File: src/rtl/seq_detect_fsm.sv
// rtl/seq_detect_fsm.sv - parametrised one-hot serial pattern detector; optional state check under SEQ_DETECT_STATE_CHK_EN
module seq_detect_fsm #(
  parameter int                   PATTERN_W = 4,
  parameter logic [PATTERN_W-1:0] PATTERN   = 4'b1011,
  parameter int                   CNT_W     = 8
) (
  input  logic                 clk,
  input  logic                 rst_n,
  input  logic                 clr,
  input  logic                 din,
  input  logic                 din_vld,
  input  logic                 overlap,
  output logic                 dout,
  output logic [CNT_W-1:0]     match_cnt,
  output logic [PATTERN_W:0]   state,
  output logic                 err
);

  localparam int               ST_W    = PATTERN_W + 1;
  localparam logic [ST_W-1:0]  IDLE    = ST_W'(1);
  localparam logic [ST_W-1:0]  ST0     = ST_W'(2);
  localparam logic [CNT_W-1:0] CNT_MAX = '1;

  // Pattern bit i counted from the first bit received (the MSB).
  function automatic logic pat_bit(input int i);
    logic [PATTERN_W-1:0] t;
    t = PATTERN >> (PATTERN_W - 1 - i);
    return t[0];
  endfunction

  // Longest proper pattern prefix that is a suffix of (first k pattern bits + b).
  // Capped below PATTERN_W so a completed match falls back to the prefix-suffix.
  function automatic int kmp_next(input int k, input logic b);
    int   best;
    int   idx;
    logic ok;
    logic sb;
    best = 0;
    for (int j = 1; j < PATTERN_W; j++) begin
      if (j <= k + 1) begin
        ok = 1'b1;
        for (int i = 0; i < j; i++) begin
          idx = k + 1 - j + i;
          sb  = (idx == k) ? b : pat_bit(idx);
          if (sb != pat_bit(i)) ok = 1'b0;
        end
        if (ok) best = j;
      end
    end
    return best;
  endfunction

  logic [ST_W-1:0]      nxt0_oh [PATTERN_W];
  logic [ST_W-1:0]      nxt1_oh [PATTERN_W];
  logic [PATTERN_W-1:0] act;
  logic [ST_W-1:0]      state_n;
  logic                 hit;
  logic                 bad;

  // Elaboration-time transition table; IDLE behaves exactly like ST[0].
  for (genvar g = 0; g < PATTERN_W; g++) begin : g_tbl
    localparam int N0 = kmp_next(g, 1'b0);
    localparam int N1 = kmp_next(g, 1'b1);
    assign nxt0_oh[g] = ST_W'(1) << (N0 + 1);
    assign nxt1_oh[g] = ST_W'(1) << (N1 + 1);
    if (g == 0) begin : g_first
      assign act[g] = state[0] | state[1];
    end else begin : g_rest
      assign act[g] = state[g+1];
    end
  end

  // Next-state and match decision for the qualified input bit.
  always_comb begin
    state_n = state;
    hit     = 1'b0;
    if (din_vld) begin
      state_n = '0;
      for (int k = 0; k < PATTERN_W; k++) begin
        if (act[k]) state_n = state_n | (din ? nxt1_oh[k] : nxt0_oh[k]);
      end
      if (act[PATTERN_W-1] && (din == PATTERN[0])) begin
        hit = 1'b1;
        if (!overlap) state_n = ST0;
      end
    end
  end

`ifdef SEQ_DETECT_STATE_CHK_EN
  assign bad = !$onehot(state);
`else
  assign bad = 1'b0;
`endif

  // State register, registered match strobe and saturating match counter.
  always_ff @(posedge clk or negedge rst_n) begin
    if (!rst_n) begin
      state     <= IDLE;
      dout      <= 1'b0;
      match_cnt <= '0;
    end else if (clr) begin
      state     <= IDLE;
      dout      <= 1'b0;
      match_cnt <= '0;
    end else if (bad) begin
      state     <= IDLE;
      dout      <= 1'b0;
    end else begin
      state <= state_n;
      dout  <= hit;
      if (hit && (match_cnt != CNT_MAX)) match_cnt <= match_cnt + 1'b1;
    end
  end

`ifdef SEQ_DETECT_STATE_CHK_EN
  // Sticky illegal-state flag, cleared only by reset or clear.
  always_ff @(posedge clk or negedge rst_n) begin
    if (!rst_n)    err <= 1'b0;
    else if (clr)  err <= 1'b0;
    else if (bad)  err <= 1'b1;
  end
`else
  assign err = 1'b0;
`endif

endmodule
File: config.mk
export PLATFORM = sky130hd
export DESIGN_NAME = seq_detect_fsm
export DESIGN_NICKNAME = d
export VERILOG_FILES = /design/src/rtl/seq_detect_fsm.sv
export SDC_FILE = /design/constraint.sdc
export NUM_CORES = 1
export LEC_CHECK = 0
export CORE_MARGIN = 2
export CORE_UTILIZATION = 52
export DETAILED_ROUTE_END_ITERATION = 12
export DONT_BUFFER_PORTS = 1
export HOLD_SLACK_MARGIN = 0.15
export PLACE_DENSITY = 0.7
export SYNTH_ARGS = -nofsm -noshare
export SYNTH_HDL_FRONTEND = slang
export SYNTH_SLANG_ARGS = --single-unit
File: constraint.sdc
create_clock -name clk -period 1.2 [get_ports clk]
set_input_delay 0.18 -clock clk [delete_from_list [all_inputs] [get_ports clk]]
set_output_delay 0.18 -clock clk [all_outputs]
set_load 0.01 [all_outputs]
---- Word level (Yosys, flattened, before mapping) ----
Cells that the tools add are included.
W data, S select, Z words.
storage, ports and cells
  word-level logic and storage cells ...... 32
  output and inout bits ................... 15
  input port bits ......................... 6
  register bits after elaboration ......... 14
cells by class
  add/sub/neg operators ................... 1
  muxes and demuxes ....................... 19
  equal/unequal tests ..................... 1
  bitwise gates (word level) .............. 4
  reductions and logical operators ........ 4
operators with widths
  cell                   number
  $mux W5                11
  $mux W8                2
  $or A5 B5 Y5           2
  $add A8 B1 Y8 const B  1
  $ne A8 B8 Y1 const B   1
  $mux W3                2
  $or A5 B4 Y5           1
  $mux W4                1
  $reduce_bool A2 Y1     2
  $mux W1                3
  $logic_and A1 B1 Y1    2
  $or A1 B1 Y1           1

---- Depth between registers and ports, before layout ----
Gate-level depths: netlist of the first run.
  depth in word-level cells ............... 15
  gate-level depth with buffers ........... 5
  mapped depth without buffers ............ 5

---- Worst setup path after synthesis of the first run ----
Ideal clock, no wire load.
  kind .................................... register to register
  start ................................... register match_cnt[0]
  end ..................................... register match_cnt[3]
  arrival ................................. 1,313 ps
  library setup time ...................... 78 ps
  setup slack ............................. -191 ps
  required time ........................... 1,122 ps
  period minus slack after synthesis ...... 1,391 ps
  cell stages (with the launch flop) ...... 6
  buffers on the path ..................... 0
  cell sequence ........................... dfrtp_1 > ha_1 > nand3_1 > nor2_1 > or3_1 > a21oi_1
on the way
  longest elaborated chain between the ends .. 3
  elaborated cells on any way between the ends .. 6
  classes of those cells .................. add/sub (1); eq/ne (1); mux (2); reduce/logical (2)
RTL lines
  what                                            line  RTL
  start: declaration                              14    output logic [CNT_W-1:0] match_cnt,
  start signal: assignment                        111   if (hit && (match_cnt != CNT_MAX)) match_cnt <= match_cnt + 1'b1;
  $add A8 B1 Y8 or $ne A8 B8 Y1 (tied branches)   111
  $mux W8 or $logic_and A1 B1 Y1 (tied branches)  111
  $mux W8 or $reduce_bool A2 Y1 (tied branches)   --
Several ways; a longest one is shown, not always the timed one. The select of a mux whose other input is x is not followed.
A chain may end at the register's enable or synchronous reset.

---- Final worst setup path of the first run ----
  start ................................... register match_cnt[5]
  end ..................................... register match_cnt[6]
The elaborated chain is that of the path after synthesis.

==> impl_metrics.py, run 1 <==
metrics = {
    "placed_design": {
        "hpwlAfterDp_um": 1230,
        "io_buffers": 0,
        "gp_congestion": 0.808,
        "post-place-ws_ns": -0.0630,
    },
    "timing": {
        "worst_hold_slack_ns": -0.0534,
        "max_slew_margin_pct": 56.9,
        "hold_violations": 11,
        "worstMarginPinSlew_ns": 0.644,
        "max_freq_ghz": 0.760,
        "final_max_slew_viol_count": 0,
        "fin_ws_ns": -0.116,
        "rsz0062_at_grt": "yes",
        "period_share_pct": 110,
        "skew_ns": 0.00374,
        "min_period_ns": 1.32,
        "setup_viol": 9,
    },
    "run": {
        "maxCapViolCount": 0,
    },
    "drt": {
        "drtIter0Drc": 16,
        "detail_route.wirelength_um": 1960,
        "drcViolationCount": 0,
        "firstDrtPassIters": 4,
        "drtAntennaViolNets": 0,
        "viasPerCell": 6.45,
        "vias": 716,
        "wire_per_inst_um": 17.7,
    },
    "floorplanning": {
        "design.die.area_um2": 1660,
        "fp.dieH_um": 40.8,
        "coreArea_um2": 1280,
        "ios": 21,
        "die_x_um": 40.8,
        "num_rows": 13,
        "start_util_pct": 54.7,
    },
    "logic_synthesis": {
        "async_reset_ff_share_pct": 100,
        "yosysTopAreaCell": "dfrtp_1",
        "ys_top_cells_by_area": "dfrtp_1 46%, mux2i_1 4.3%, nor2_1 4.3%, dfstp_2 3.7%, o21ai_0 2.8%",
        "yosys_most_used_dff": "dfrtp_1",
        "synth_edf_count": 0,
        "synth_top_area_share_pct": 46.3,
        "ys_warn_count": 0,
        "ys_types": 34,
        "synth-seq-cells": 14,
        "syn-num-nets": 77,
        "syn_inst": 70,
        "synth_seq_area_share_pct": 50.0,
        "syn_area_um2": 703,
        "syn_avg_cell_area_um2": 10.0,
    },
    "power": {
        "ir_drop_mv": 0.715,
        "leakagePower_uw": 0.000458,
        "p_per_area_nw_per_um2": 820,
    },
    "clock_tree": {
        "cts_tree": "built",
        "clock-sinks": 14,
        "htreeDepth": 1,
        "ctsLongestPathBuffers": 2,
        "clk_latency_ns": 0.27,
        "clockRootBuffer": "clkbuf_4",
        "ctsHoldBuffers": 2,
        "numCtsBuffers": 3,
        "clk_pin_slew_ns": 0.09,
    },
    "global_route": {
        "grt.total_usage_pct": 25.5,
        "grt-ovfl-total": 0,
        "first_global_vias": 647,
        "grt_pass1_wl_um": 2770,
        "antenna_found_initial": 0,
        "grt_max_degree": 15,
    },
    "final_layout": {
        "layout_common_cells": "21 x buf_4, 11 x dfrtp_1, 8 x nor2_1",
        "final_common_cell": "buf_4",
        "syn_to_final_growth_pct": 41.8,
        "drive_above_1_share_pct": 41.7,
        "postLayoutCoreUtil_pct": 77.6,
        "antenna_cells": 0,
        "nNetsFinal": 104,
    },
    "critical_path": {
        "cp.arrival_ns": 1.48,
        "end_kind": "flip-flop",
        "path_class": "reg -> reg",
        "worstPathRequired_ns": 1.36,
        "start_kind": "flip-flop",
        "rrSetupSlack_ns": -0.12,
        "cp_max_fo": 5,
    },
    "status": {
        "failed_checks": "negative hold slack, negative setup slack",
        "outcome": "finished, violations left",
    },
    "worst_hold_path": {
        "hold_path.class": "in -> reg",
    },
}
[critical path, stage by stage, from the launching register on]
cell and delay (ns):
dfrtp_1 0.40, nand4_1 0.25, buf_4 0.23, nor4bb_4 0.25, nor3_1 0.07
[through the flow]
step	power (uW)	TNS [ns]	std cells	area [um2]
global route	853	-1.09	111	997
finish	817	-0.457	111	997
floorplan	522	-0.347	70	721
detailed placement	528	-0.233	99	848
global placement	527	-0.0744	99	848
CTS	815	-0.307	107	932
[repair_timing]
action	in CTS	in global routing
endpoints found under the hold margin	28	13
setup endpoints to repair	8	13
gates resized for setup	3	6
buffers inserted	2	4
pin swaps	7	7
[sequential cells by signal, indices dropped and copies added, names as in the netlist]
signal,cells
match_cnt,8
state,5
dout,1
[worst paths after layout]
path | from | end | cells after the start
min in group asynchronous | rst_n | match_cnt[5] | 1
hold reg to reg | state[3] | state[4] | 2
hold / removal | clr | match_cnt[3] | 1
max in group asynchronous | rst_n | state[4] | 1
setup reg to reg | match_cnt[5] | match_cnt[6] | 4
setup / recovery | match_cnt[5] | match_cnt[6] | 4
[per-layer routing]
layer / vias up / global-route usage (%) / part of all wire, %
met5: - / 0 / 0
met3: 8 / 5.43 / 6.3
met1: 351 / 31.5 / 42
met2: 36 / 42.5 / 49
met4: 0 / 10.8 / 1.7
li1: 321 / - / -
[cells by family after synthesis]
logic type                 Yosys count  synth area share, %
xor gates and xnor gates             1                 1.25
AOI/OAI and AO/OA                   17                 15.7
adders and majority gates            1                 1.78
other                                1                0.533
DFF                                 14                 50.0
buffers and inverters                4                 2.67
and+or+nand+nor                     29                 23.8
muxes                                3                 4.27
[area by class of cell]
cell class | count | area, um2
fillers | 85 | 288
clock buffers | 4 | 26.3
inverters | 2 | 7.51
multi-input cells | 52 | 402
repair buffers | 24 | 189
flip-flops and latches | 14 | 354
well taps | 15 | 18.8
[Yosys cell counts, drive strengths merged, types with 2 or more instances]
| library cell | number |
|---|---|
| and3 | 3 |
| nor2b | 2 |
| a31oi | 3 |
| nand3 | 2 |
| a21oi | 3 |
| nor2 | 8 |
| mux2i | 3 |
| inv | 2 |
| o21ai | 5 |
| nor3 | 2 |
| dfrtp | 13 |
| nand2 | 3 |
| nand4 | 2 |
[power breakdown]
group	internal, uW	switching [uW]	total [uW]
Clock	129	153	281
Sequential	480	6.13	486
Combinational	19.7	30.4	50.1
Total	628	189	817
(Power assumes the default switching activity.)
==> run 2: changes to the inputs <==
CORE_UTILIZATION = 50   (was 52)
PLACE_DENSITY = 0.67   (was 0.7)
==> run 2 against run 1 <==
  * The run still ends with negative hold slack, negative setup slack left
  * Worst hold slack got worse by 0.0017 ns
  * Sequential power about the same
  * Register-to-register slack improved by 0.02 ns
  * Power increased by 8.0%
  * Count of clock-buffer cells in the layout unchanged
  * Sequential share of layout area decreased by 0.48 points
  * Setup slack improved by 0.016 ns
  * Global-route usage decreased by 4.0 points
  * Non-clock buffer count unchanged
==> impl_metrics.py, run 2 (synthesized netlist as in run 1, its figures left out) <==
metrics = {
    "status": {
        "outcome": "finished, violations left",
        "failed_checks": "negative hold slack, negative setup slack",
    },
    "drt": {
        "drcViolationCount": 0,
        "viasPerCell": 5.94,
        "drtIter0Drc": 18,
        "vias": 659,
        "firstDrtPassIters": 4,
        "drtAntennaViolNets": 0,
        "wire_per_inst_um": 16.2,
        "detail_route.wirelength_um": 1790,
    },
    "timing": {
        "hold_violations": 12,
        "worst_hold_slack_ns": -0.0551,
        "skew_ns": 0.00416,
        "fin_ws_ns": -0.101,
        "period_share_pct": 108,
        "max_slew_margin_pct": 54.9,
        "rsz0062_at_grt": "yes",
        "setup_viol": 7,
        "final_max_slew_viol_count": 0,
        "max_freq_ghz": 0.769,
        "min_period_ns": 1.30,
        "worstMarginPinSlew_ns": 0.674,
    },
    "critical_path": {
        "cp.arrival_ns": 1.52,
        "worstPathRequired_ns": 1.42,
        "cp_max_fo": 4,
        "crit_chain": "ha_4, nand3_4, nor2_1, or3_1, a21oi_2",
        "r2r.worst_path.cells": 5,
        "start_kind": "flip-flop",
        "cpPeakStageDelay_ns": 0.42,
        "critPathBufInv": 0,
        "endpoint": "match_cnt[3]",
        "end_kind": "flip-flop",
        "worstSetupStartpoint": "match_cnt[0]",
        "path_class": "reg -> reg",
        "critical-path-top-delay-family": "simple AND/OR/NAND/NOR gates",
        "cp.depth": 5,
        "slowest_stage": "dfrtp_1",
        "r2r-end": "match_cnt[3]",
        "r2r_start": "match_cnt[0]",
        "rrSetupSlack_ns": -0.10,
    },
    "final_layout": {
        "nNetsFinal": 104,
        "largest_reg_flops": 8,
        "final_cell_area_um2": 1010,
        "final_common_cell": "buf_4",
        "fillCellCount": 83,
        "antenna_cells": 0,
        "syn_to_final_growth_pct": 43.8,
        "top_register": "match_cnt",
        "drive_above_1_share_pct": 43.8,
        "reg_top3": "match_cnt x8, state x5, dout x1",
        "layout_common_cells": "21 x buf_4, 11 x dfrtp_1, 8 x nor2_1",
        "postLayoutCoreUtil_pct": 77.7,
    },
    "placed_design": {
        "gp_congestion": 0.769,
        "post-place-ws_ns": -0.0593,
        "io_buffers": 0,
        "place_area_um2": 856,
        "hpwlAfterDp_um": 1190,
    },
    "worst_hold_path": {
        "hold_path.class": "in -> reg",
    },
    "floorplanning": {
        "fp.dieH_um": 41.5,
        "coreArea_um2": 1300,
        "die_x_um": 41.5,
        "start_util_pct": 54.0,
        "ios": 21,
        "num_rows": 13,
        "design.die.area_um2": 1720,
    },
    "power": {
        "p_per_area_nw_per_um2": 873,
        "leakagePower_uw": 0.000469,
        "p_total_uw": 883,
        "ir_drop_mv": 0.748,
    },
    "clock_tree": {
        "clk_latency_ns": 0.28,
        "clock-sinks": 14,
        "numCtsBuffers": 3,
        "htreeDepth": 1,
        "cts_tree": "built",
        "clk_pin_slew_ns": 0.09,
        "clockRootBuffer": "clkbuf_4",
        "ctsLongestPathBuffers": 2,
    },
    "global_route": {
        "antenna_found_initial": 0,
        "first_global_vias": 650,
        "grt-ovfl-total": 0,
        "grt_pass1_wl_um": 2840,
        "grt_max_degree": 15,
        "grt.total_usage_pct": 21.5,
    },
    "run": {
        "maxCapViolCount": 0,
    },
}
[run 2: changes by cell type in the layout (fill, tap and decap cells not counted), sizes merged]
| cell | change |
|---|---|
| buf | -1 |
| dlymetal6s4s | +1 |
[run 2: final cells by class]
type,count,area (um2),area share [%]
Multi-Input combinational cell,52,404,40.0
Sequential cell,14,354,35.0
Timing Repair Buffer,24,190,18.8
Clock buffer,4,36.3,3.59
Tap cell,15,18.8,1.86
Inverter,2,7.51,0.743
[run 2: worst min path at each step]
stage | from | to | slack (ns) | depth (start not counted)
6_report | clr | match_cnt[3] | -0.06 | 1
5_1_grt | clr | match_cnt[3] | -0.06 | 1
4_1_cts | clr | match_cnt[3] | -0.05 | 1
3_5_place_dp | rst_n | match_cnt[6] | -0.12 | 0
3_3_place_gp | rst_n | state[2] | -0.12 | 0
2_1_floorplan | rst_n | dout | -0.12 | 0
[run 2: per-stage QoR]
step                setup TNS [ns]  instances  hold WS (ns)
floorplan                   -0.347         70        -0.116
global placement           -0.0420        100        -0.115
detailed placement          -0.227        100        -0.115
CTS                         -0.306        107       -0.0534
global route                -0.841        111       -0.0605
finish                      -0.290        111       -0.0551
[run 2: timing repair]
item	CTS	global route
setup buffers	1	3
hold endpoints to repair	27	13
pin swaps	4	3
resized for setup	2	10
hold buffers	2	1
setup endpoints to repair	7	11
[run 2: power breakdown]
group	switching, uW	internal [uW]
registers	5.20	480
logic	32.0	24.0
clock network	157	185
total	194	689
[run 2: per-layer routing]
layer | wire (um) | GRT usage [%]
met1 | 864 | 26.5
met5 | 0 | 0
met4 | 30 | 12.3
met2 | 820 | 33.1
met3 | 77 | 6.52
==> run 3: changes to the inputs <==
==> constraint.sdc (replaced) <==
create_clock -name clk -period 1.2 [get_ports clk]
set_input_delay 0.12 -clock clk [delete_from_list [all_inputs] [get_ports clk]]
set_output_delay 0.12 -clock clk [all_outputs]
set_load 0.01 [all_outputs]
==> run 3 against run 2 <==
  * The run still ends with negative hold slack, negative setup slack left
  * Fmax up 0.27%
  * Cell count is the same
  * Power down 2.0%
  * Via count is 1.2% higher
  * Global-route usage did not move
  * Routed wire length decreased by 2.2%
  * Critical path depth did not move
  * Die area stayed put
  * Utilization is 0.19 points higher
  * Critical endpoint unchanged
  * Largest power group unchanged
==> impl_metrics.py, run 3 (synthesized netlist as in run 1, its figures left out) <==
metrics = {
    "placed_design": {
        "gp_congestion": 0.769,
        "io_buffers": 0,
        "hpwlAfterDp_um": 1190,
        "post-place-ws_ns": -0.0593,
    },
    "drt": {
        "viasPerCell": 6.01,
        "detail_route.wirelength_um": 1750,
        "drtIter0Drc": 25,
        "firstDrtPassIters": 7,
        "drcViolationCount": 0,
        "vias": 667,
        "drtAntennaViolNets": 0,
        "wire_per_inst_um": 15.8,
    },
    "timing": {
        "rsz0062_at_grt": "yes",
        "worstMarginPinSlew_ns": 0.634,
        "max_slew_margin_pct": 57.6,
        "setup_viol": 7,
        "hold_violations": 12,
        "min_period_ns": 1.30,
        "final_max_slew_viol_count": 0,
        "skew_ns": 0.00168,
        "period_share_pct": 108,
        "worst_hold_slack_ns": -0.101,
        "setup-tns-final_ns": -0.284,
        "fin_ws_ns": -0.0972,
        "max_freq_ghz": 0.771,
    },
    "global_route": {
        "grt_pass1_wl_um": 2840,
        "use_met2_pct": 33.1,
        "first_global_vias": 652,
        "grt_max_degree": 15,
        "use_met3_pct": 6.52,
        "antenna_found_initial": 0,
        "grt-ovfl-total": 0,
        "grt.total_usage_pct": 21.5,
        "met1_usage_pct": 26.5,
        "top_usage_layer": "met2",
    },
    "clock_tree": {
        "numCtsBuffers": 3,
        "clk_latency_ns": 0.27,
        "cts_tree": "built",
        "clock-sinks": 14,
        "clockRootBuffer": "clkbuf_4",
        "clk_pin_slew_ns": 0.08,
        "ctsLongestPathBuffers": 2,
        "htreeDepth": 1,
        "ctsHoldBuffers": 2,
    },
    "power": {
        "leakagePower_uw": 0.000464,
        "p_total_uw": 866,
        "p_per_area_nw_per_um2": 854,
        "ir_drop_mv": 0.747,
    },
    "final_layout": {
        "top_register": "match_cnt",
        "antenna_cells": 0,
        "drive_above_1_share_pct": 43.8,
        "reg_top3": "match_cnt x8, state x5, dout x1",
        "nNetsFinal": 104,
        "syn_to_final_growth_pct": 44.1,
        "largest_reg_flops": 8,
        "layout_common_cells": "20 x buf_4, 11 x dfrtp_1, 8 x nor2_1",
        "final_common_cell": "buf_4",
        "fillCellCount": 82,
        "postLayoutCoreUtil_pct": 77.9,
    },
    "critical_path": {
        "cp_max_fo": 4,
        "path_class": "reg -> reg",
        "start_kind": "flip-flop",
        "end_kind": "flip-flop",
        "worstPathRequired_ns": 1.40,
        "cp.arrival_ns": 1.50,
    },
    "worst_hold_path": {
        "hold_path.class": "in -> reg",
    },
    "floorplanning": {
        "design.die.area_um2": 1720,
        "coreArea_um2": 1300,
        "start_util_pct": 54.0,
        "ios": 21,
        "fp.dieH_um": 41.5,
        "die_x_um": 41.5,
        "num_rows": 13,
    },
    "status": {
        "outcome": "finished, violations left",
        "failed_checks": "negative hold slack, negative setup slack",
    },
    "run": {
        "maxCapViolCount": 0,
    },
}
[run 3: area by class of cell]
cell class	count	area, um2	area share, %
well taps	15	18.8	1.85
multi-input cells	52	404	39.9
repair buffers	24	193	19.0
flip-flops and latches	14	354	34.9
clock buffers	4	36.3	3.58
inverters	2	7.51	0.741
[run 3: what timing repair did]
action | 4_1_cts | 5_1_grt
pin swaps | 3 | 3
buffers inserted | 1 | 4
endpoints found under the setup margin | 7 | 11
resized for setup | 2 | 10
hold endpoints to repair | 28 | 14
[run 3: critical path, stage by stage (launching register included)]
cell and delay, ns:
dfrtp_1 0.42, ha_4 0.19, nand3_4 0.09, nor2_1 0.05, or3_1 0.33, a21oi_2 0.14
[run 3: stage by stage]
| step | instance area [um2] | instances |
|---|---|---|
| CTS | 928 | 107 |
| finish | 1010 | 111 |
| global placement | 856 | 100 |
| floorplan | 721 | 70 |
| detailed placement | 856 | 100 |
| global route | 1010 | 111 |
[run 3: metal layers]
metal / part of all wire, % / vias to the layer above / wire length [um]
met5: 0 / - / 0
met4: 0.91 / 0 / 16
met3: 6.3 / 2 / 111
met2: 47 / 28 / 826
met1: 46 / 328 / 799
li1: - / 309 / -
[run 3: final timing paths]
check	from	cells after the start	slack, ns	endpoint
worst min-delay path	clr	1	-0.10	match_cnt[3]
worst min register to register	state[2]	2	0.62	state[2]
max in group asynchronous	rst_n	1	0.45	state[4]
worst max-delay path	match_cnt[0]	5	-0.1	match_cnt[3]
min in group asynchronous	rst_n	1	0.31	match_cnt[4]
worst max register to register	match_cnt[0]	5	-0.1	match_cnt[3]
[run 3: power by group]
group / switching (uW) / internal [uW] / leakage (uW)
Clock: 144 / 184 / 0.0000210
Combinational: 31.3 / 21.2 / 0.000255
Sequential: 5.11 / 480 / 0.000188
